**src/rtl/dbf_fine_apod.sv**
```systemverilog
// dbf_fine_apod: per-channel fine delay (linear interpolation between
// consecutive samples, fraction from a dynamic-focus LUT) followed by
// apodization weighting. Output feeds the beamformer summation tree.
//
// Handshake: fine_din is taken on a rising clk edge when fine_din_valid=1,
// tx_en=0 and start=1; there is no backpressure. dout is meaningful only in
// the cycle dout_valid=1, which pulses once per sample accepted in RUN,
// three edges after that sample was taken.
module dbf_fine_apod #(
    parameter int INPUT_WD = 14,
    parameter int APO_WD   = 16,
    parameter int FRAC_WD  = 3,
    parameter int ADDR_WD  = 10,
    parameter int OUT_WD   = 32
) (
    input  logic                       clk,
    input  logic                       rst_n,
    input  logic                       tx_en,
    input  logic                       start,
    input  logic signed [INPUT_WD-1:0] fine_din,
    input  logic                       fine_din_valid,
    input  logic        [ADDR_WD-1:0]  lut_addr,
    input  logic                       lut_we,
    input  logic        [FRAC_WD-1:0]  lut_din,
    input  logic signed [APO_WD-1:0]   apo_din,
    output logic signed [OUT_WD-1:0]   dout,
    output logic                       dout_valid,
    output logic        [1:0]          dbg_state
);

    localparam int INTERP_WD = INPUT_WD + FRAC_WD + 2;
    localparam int PROD_WD   = INTERP_WD + APO_WD;

    typedef enum logic [1:0] {
        IDLE  = 2'd0,
        PRIME = 2'd1,
        RUN   = 2'd2
    } state_t;

    state_t r_state;
    state_t w_next_state;

    logic        [FRAC_WD-1:0]   r_lut [0:(1<<ADDR_WD)-1];
    logic        [ADDR_WD-1:0]   r_rd_ptr;
    logic signed [INPUT_WD-1:0]  r_x_cur;
    logic signed [INPUT_WD-1:0]  r_x_prev;
    logic        [FRAC_WD-1:0]   r_frac;
    logic                        r_va;
    logic signed [INTERP_WD-1:0] r_interp;
    logic signed [APO_WD-1:0]    r_apo;
    logic                        r_vb;
    logic signed [PROD_WD-1:0]   r_prod;
    logic                        r_vc;
    logic signed [OUT_WD-1:0]    r_dout;
    logic                        r_dout_valid;

    logic                        w_accept;
    logic                        w_prime_load;
    logic                        w_run_acc;
    logic signed [INTERP_WD-1:0] w_cur_ext;
    logic signed [INTERP_WD-1:0] w_prev_ext;
    logic signed [INTERP_WD-1:0] w_frac_ext;
    logic signed [INTERP_WD-1:0] w_interp;
    logic signed [PROD_WD-1:0]   w_prod;

    // The sample that arrives while leaving IDLE is already the prime sample,
    // so acceptance only needs start=1 rather than a non-IDLE registered state.
    assign w_accept     = fine_din_valid & ~tx_en & start;
    assign w_prime_load = w_accept & (r_state != RUN);
    assign w_run_acc    = w_accept & (r_state == RUN);

    // Interpolation: x_cur*2^F + frac*(x_prev - x_cur), all in INTERP_WD bits.
    assign w_cur_ext  = {{(INTERP_WD-INPUT_WD){r_x_cur[INPUT_WD-1]}}, r_x_cur};
    assign w_prev_ext = {{(INTERP_WD-INPUT_WD){r_x_prev[INPUT_WD-1]}}, r_x_prev};
    assign w_frac_ext = {{(INTERP_WD-FRAC_WD){1'b0}}, r_frac};
    assign w_interp   = (w_cur_ext <<< FRAC_WD) + w_frac_ext * (w_prev_ext - w_cur_ext);
    assign w_prod     = PROD_WD'(r_interp) * PROD_WD'(r_apo);

    // State register
    always_ff @(posedge clk) begin
        if (rst_n) begin
            r_state <= IDLE;
        end else begin
            r_state <= w_next_state;
        end
    end

    // Next-state: start=0 always returns to IDLE; one prime sample precedes RUN
    always_comb begin
        w_next_state = r_state;
        if (!start) begin
            w_next_state = IDLE;
        end else begin
            case (r_state)
                IDLE:    w_next_state = w_prime_load ? RUN : PRIME;
                PRIME:   w_next_state = w_prime_load ? RUN : PRIME;
                RUN:     w_next_state = RUN;
                default: w_next_state = IDLE;
            endcase
        end
    end

    // Fraction LUT: not reset; frozen while a receive line is active
    always_ff @(posedge clk) begin
        if (lut_we && !start) begin
            r_lut[lut_addr] <= lut_din;
        end
    end

    // Stage A: capture sample pair, fraction and advance the read pointer
    always_ff @(posedge clk) begin
        if (rst_n) begin
            r_x_cur  <= '0;
            r_x_prev <= '0;
            r_frac   <= '0;
            r_rd_ptr <= '0;
            r_va     <= 1'b0;
        end else if (!start) begin
            r_rd_ptr <= '0;
            r_va     <= 1'b0;
        end else begin
            r_va <= w_run_acc;
            if (w_prime_load) begin
                r_x_cur  <= fine_din;
                r_x_prev <= fine_din;
            end else if (w_run_acc) begin
                r_x_prev <= r_x_cur;
                r_x_cur  <= fine_din;
                r_frac   <= r_lut[r_rd_ptr];
                r_rd_ptr <= r_rd_ptr + ADDR_WD'(1);
            end
        end
    end

    // Stages B and C and output: interpolate, weight, then rescale by 2^-F
    always_ff @(posedge clk) begin
        if (rst_n || !start) begin
            r_vb         <= 1'b0;
            r_vc         <= 1'b0;
            r_dout_valid <= 1'b0;
            r_dout       <= '0;
            if (rst_n) begin
                r_interp <= '0;
                r_apo    <= '0;
                r_prod   <= '0;
            end
        end else begin
            r_vb         <= r_va;
            r_vc         <= r_vb;
            r_dout_valid <= r_vc;
            if (r_va) begin
                r_interp <= w_interp;
                r_apo    <= apo_din;
            end
            if (r_vb) begin
                r_prod <= w_prod;
            end
            if (r_vc) begin
                r_dout <= r_prod[PROD_WD-1:FRAC_WD];
            end
        end
    end

    assign dout       = r_dout;
    assign dout_valid = r_dout_valid;
    assign dbg_state  = r_state;

endmodule

```
**config.mk**
```make
export PLATFORM = sky130hd
export DESIGN_NAME = dbf_fine_apod
export DESIGN_NICKNAME = d
export VERILOG_FILES = /design/src/rtl/dbf_fine_apod.sv
export SDC_FILE = /design/constraint.sdc
export NUM_CORES = 2
export LEC_CHECK = 0
export CORE_ASPECT_RATIO = 2
export CORE_UTILIZATION = 48
export CTS_BUF_LIST = sky130_fd_sc_hd__clkbuf_16
export DETAILED_ROUTE_END_ITERATION = 16
export PLACE_DENSITY = 0.66
export SKIP_CTS_REPAIR_TIMING = 1
export SLEW_MARGIN = 20
export SYNTH_ARGS = -nofsm -noshare
export SYNTH_HDL_FRONTEND = slang
export SYNTH_SLANG_ARGS = --single-unit
```
**constraint.sdc**
```tcl
create_clock -name clk -period 6.1 [get_ports clk]
set_input_delay 1.22 -clock clk [delete_from_list [all_inputs] [get_ports clk]]
set_output_delay 1.22 -clock clk [all_outputs]
set_load 0.1 [all_outputs]
```
Yosys cells after proc, flatten, opt, wreduce, memory -nomap -nowiden
Memories as Yosys holds them, arrays and structs flattened. A register that Yosys moved wholly into a read port is not among the register bits.
Index checks and enable logic that the tools add are counted.

word-level totals
  memories = 1
  output and inout bits = 35
  memory bits (writable) = 3072
  logic and storage cells = 60
  register bits = 146

cells by class
  multiply operators = 2
  add/sub/neg operators = 3
  bitwise logic cells = 7
  muxes and demuxes = 17
  equal/unequal tests = 4
  reduce and logical (&&, ||, !) cells = 14

memory list
  name   depth  width  rd ports  clocked after Yosys merged registers in  write ports  line  text
  r_lut  1024   3      1         1                                        1            43    logic [FRAC_WD-1:0] r_lut [0:(1<<ADDR_WD)-1];

operator list
  cell                   number
  $mux 35                3
  $mux 19                3
  $mux 14                4
  $mux 16                3
  $mul 19x16->35         1
  $add 17x19->19         1
  $mul 4x15->19          1
  $sub 14x14->15         1
  $add 10x1->10 const B  1
  $reduce_and 2->1       4
  $reduce_bool 2->1      3
  $and 1x1->1            4
  $ne 2x2->1 const B     2
  $pmux 2 s2             1
  $reduce_or 2->1        2
  $not 1->1              3
  $reduce_and 3->1       1
  $eq 2x1->1 const B     1
  $eq 2x2->1 const B     1
  $logic_not 2->1        1
  $mux 1                 2
  $mux 2                 1
  $logic_and 1x1->1      1
  $logic_not 1->1        1
  $logic_or 1x1->1       1

Longest topological paths before layout
  word-level depth = 6
  depth in mapped cells = 26
  depth with buffers taken out = 26

Worst setup path before layout
OpenSTA, ideal clock, no wires.

  path kind = reg2reg
  start point = register r_apo[2]
  end point = register r_prod[31] (data pin)
  data required time = 5.830 ns
  stages on the path, launching flop included = 24
  path slack = -0.529 ns
  buffers on the path = 2
  arrival time = 6.359 ns
  library setup time = 0.270 ns
  cell sequence = edfxtp_1 clkbuf_1 clkbuf_1 nand2_1 fa_1 fa_1 fa_1 inv_1 fa_1 fa_1 inv_1 fa_1 inv_1 ha_1 and3_1 and3_1 a211o_1 o211ai_1 a31oi_1 o41ai_2 o21ai_1 a2111oi_0 or3_1 a21oi_1

on the way
  cells in the longest elaborated chain, start to end = 3

ends and longest elaborated chain
  what                    line  text
  start, declared         50    logic signed [APO_WD-1:0] r_apo;
  start signal, assigned  153   r_apo <= apo_din;
  $mul 19x16->35          77    assign w_prod = PROD_WD'(r_interp) * PROD_WD'(r_apo);
  $mux 35                 155   if (r_vb) begin
  $mux 35                 137   if (rst_n || !start) begin
  end signal, assigned    156   r_prod <= w_prod;
  end, declared           52    logic signed [PROD_WD-1:0] r_prod;

No other way between the ends. The select of a mux whose other input is x is not followed.
A chain may end at the register's enable or synchronous reset.

Worst setup path after layout
  start point = register r_interp[7]
  end point = register r_prod[31] (data pin)

on the way
  cells in the longest elaborated chain, start to end = 3

ends and longest elaborated chain
  what                    line  text
  start, declared         49    logic signed [INTERP_WD-1:0] r_interp;
  start signal, assigned  152   r_interp <= w_interp;
  $mul 19x16->35          77
  $mux 35                 155
  $mux 35                 137

No other way between the ends. The select of a mux whose other input is x is not followed.

==> summary.md <==
| Metric | Value |
|---|---|
| DRC | `0` |
| # H-tree levels | `5` |
| Buffers on Ports | `83` |
| Drt first pass iters | `6` |
| FF/Latch Area | `95,900 um^2` |
| Via count | `79,500` |
| Worst-Margin Slew | `1.30 ns` |
| Drt via density | `6.17` |
| Slowest stage delay, CP | `0.55 ns` |
| Combinational power share | `0.135` |
| Violated checks | `setup timing` |
| Clk slew on worst S/H paths | `0.07 ns` |
| # setup viols final | `11` |
| Min Hold Slack | `0.484 ns` |
| Max Cap Violations | `0` |
| Post-route ant nets | `0` |
| Crit path arrival time | `7.20 ns` |
| Crit start category | `flop` |
| Die extent in y | `771 um` |
| Io pins | `84` |
| GP Congestion | `0.910` |
| Synth top cells by count | `edfxtp_1 (3,139), nor2_1 (1,230), mux4_2 (690)` |
| Clk buf depth | `4` |
| Final Skew | `0.0396 ns` |
| 1st-iter DRT viols | `8,206` |
| HPWL after detailed placement | `269,000 um` |
| CP Class | `flop to flop` |
| Top_reg_cell synth | `edfxtp_1` |
| Final Total Pwr | `0.0486 W` |
| Slowest-stage cell, CP | `edfxtp_1` |
| Synth Instances | `8,571` |
| Root buf cell | `clkbuf_16` |
| Synthesized net count | `9,091` |
| Initial antenna violation count | `30` |
| Final core occ | `0.539` |
| CTS tree | `done` |
| Synth area leader | `edfxtp_1` |
| Post-synth EDFFs | `3,139` |
| First-pass GRT wire length | `588,000 um` |
| P_int | `0.0368 W` |
| Starting Density | `0.482` |
| Site row count | `282` |
| Clk pwr share | `0.362` |
| Crit Path Max Fanout | `8` |
| Dpl ws | `-0.821 ns` |
| Async SR Flop Fraction | `0` |
| CP bufs+invs | `4` |
| Ranking of synthesized cells by area | `edfxtp_1 (66%), mux4_2 (11%), fa_1 (4.7%), nor2_1 (3.3%), mux2i_1 (2.6%)` |
| Fin crit period | `6.58 ns` |
| Sequential fraction of design power | `0.503` |
| Synth Warn # | `0` |
| Synth Cell Area | `142,000 um^2` |
| Tcrit/Tclk final | `1.08` |
| Synthesized area per cell | `16.6 um^2` |
| Number of global-route vias before repair | `83,500` |
| Gr usage total | `0.277` |
| Filler instances | `23,000` |
| Synth unique cells | `77` |
| Area after DPL | `149,000 um^2` |
| Cell Chain, Critical Path | `and2_1, fa_1, inv_1, fa_1, fa_1, fa_1, inv_1, fa_1, fa_1, ha_1, and3_4, and3_4, a211o_1, o211ai_1, buf_4, a31oi_4, o41ai_2, buf_4, o21ai_4, a2111oi_4, or3_1, a21oi_2` |
| Critical Path RT | `6.72 ns` |
| Final WS setup | `-0.481 ns` |
| Most used cell, CP | `fa_1` |
| Max frequency | `152 MHz` |
| CP endpoint kind | `flop` |
| Clock buffer count from CTS | `281` |
| Delay-heaviest family, CP | `adder cells` |
| Largest net degree at the start of global routing | `231` |
| Final Slew Violations | `0` |
| Synth Register Bits | `3,218` |
| Max transition margin | `0.127` |
| Final wirelength | `414,000 um` |
| Sw power | `0.0118 W` |
| Core area | `295,000 um^2` |
| Lkg Pwr | `50.3 nW` |
| Wire per inst | `32.1 um` |
| Final hold vios | `0` |
| Status | `complete, but fails checks` |
| Sw Share | `0.242` |
| Total grt overflow | `0` |
| Most frequent cell after synthesis | `edfxtp_1` |
| Sequential area share after synthesis | `0.675` |
| Share of layout cells above drive strength 1 | `0.187` |
| Hold Path Class | `flop to flop` |
| Multi-input logic area | `42,500 um^2` |
| Die X | `387 um` |
| RSZ-0062 raised after global routing | `true` |
| Maximum VDD drop | `0.000343 V` |
| Final #Nets | `9,347` |
| Die Area | `298,000 um^2` |
| Finished Cell Area | `159,000 um^2` |
| Post-synth top area share | `0.664` |
| Layout area overhead | `11.8%` |
| Worst-Skew Late Latency | `0.91 ns` |
| Cell area power density | `306 nW/um^2` |
| Clk sinks | `3,218` |
-- layout make-up --
type / instances / area share
Multi-Input combinational cell: 4352 / 0.268
Inverter: 423 / 0.0101
Sequential cell: 3218 / 0.604
Timing Repair Buffer: 551 / 0.0316
Antenna cell: 13 / 0.000205
Clock buffer: 287 / 0.0453
Clock inverter: 208 / 0.0105
Tap cell: 3834 / 0.0302
-- worst paths after layout --
check / slack (ns) / end / start / cells after the start
setup / recovery: -0.48 / r_prod[31] / r_interp[7] / 22
setup reg to reg: -0.48 / r_prod[31] / r_interp[7] / 22
hold reg to reg: 0.48 / dout[19] / r_prod[22] / 2
hold / removal: 0.48 / dout[19] / r_prod[22] / 2
-- worst register-to-register path: cells and delay by family, from the launching register on --
family / cells / cell delay, ns
adder cells (fa/ha/maj): 7 / 3.28
AO/OA/AOI/OAI: 7 / 1.29
AND/OR/NAND/NOR: 4 / 0.74
flip-flops: 1 / 0.55
buffers and inverters: 4 / 0.46
-- stage by stage --
stage	setup TNS [ns]	std cells
after floorplan	-0.335	8571
after global placement	-5.53	12400
after detailed placement	-6.28	12400
after CTS	-6.51	12900
after global routing	-5.09	12900
final	-2.54	12900
-- metal layers --
metal | wire (um) | GRT usage | vias up
met5 | 118 | 0 | -
met2 | 221000 | 0.507 | 3836
met4 | 35400 | 0.201 | 16
li1 | - | - | 33000
met1 | 130000 | 0.291 | 41600
met3 | 27800 | 0.0363 | 1103
-- flip-flops by register name, summed over array words and instances, names as in the netlist --
register / count
r_x_cur: 14
r_rd_ptr: 10
r_apo: 16
dout_valid: 1
r_prod: 32
dout: 32
r_vc: 1
r_lut: 3072
r_frac: 3
r_vb: 1
dbg_state: 2
r_interp: 19
r_va: 1
r_x_prev: 14
-- logic make-up (layout without fill, tap and decap cells) --
kind of cell    count (synthesis)  after routing  synth area share
flops                        3218           3218             0.675
simple gates                 2091           2091            0.0629
mux                          1078           1078             0.137
buf+inv                      1001           1469            0.0304
compound gates                653            653            0.0312
fa+ha+maj                     471            471            0.0592
xor+xnor                       59             59           0.00364
other cells                     0             13                 0
-- power groups by stage --
| stage | logic, W | clock network, W | registers [W] |
|---|---|---|---|
| 2_1_floorplan | 0.00342 | 0 | 0.0249 |
| 6_report | 0.00657 | 0.0176 | 0.0244 |
| 4_1_cts | 0.00613 | 0.0178 | 0.0244 |
| 5_1_grt | 0.00722 | 0.0185 | 0.0244 |
| 3_3_place_gp | 0.00598 | 0 | 0.0249 |
| 3_5_place_dp | 0.00609 | 0 | 0.0249 |
-- cell usage in the layout, fill, tap and decap left out, types with 46 or more instances in the layout --
cell type | Yosys | final
edfxtp_1 | 3139 | 3139
clkinv_1 | 2 | 54
clkinv_2 | 0 | 46
ha_1 | 136 | 131
nor3_1 | 51 | 48
o221ai_1 | 126 | 126
mux4_2 | 690 | 690
buf_12 | 1 | 51
a21oi_1 | 169 | 164
nor2_1 | 1230 | 1223
buf_4 | 61 | 410
dfxtp_1 | 79 | 69
fa_1 | 335 | 330
and2_1 | 202 | 200
inv_1 | 421 | 466
nand2_1 | 381 | 367
clkdlybuf4s50_1 | 0 | 80
nand3_1 | 68 | 46
mux2i_1 | 373 | 373
o22ai_1 | 77 | 77
o21ai_0 | 83 | 75
clkbuf_16 | 0 | 287
(Power assumes the default switching activity.)
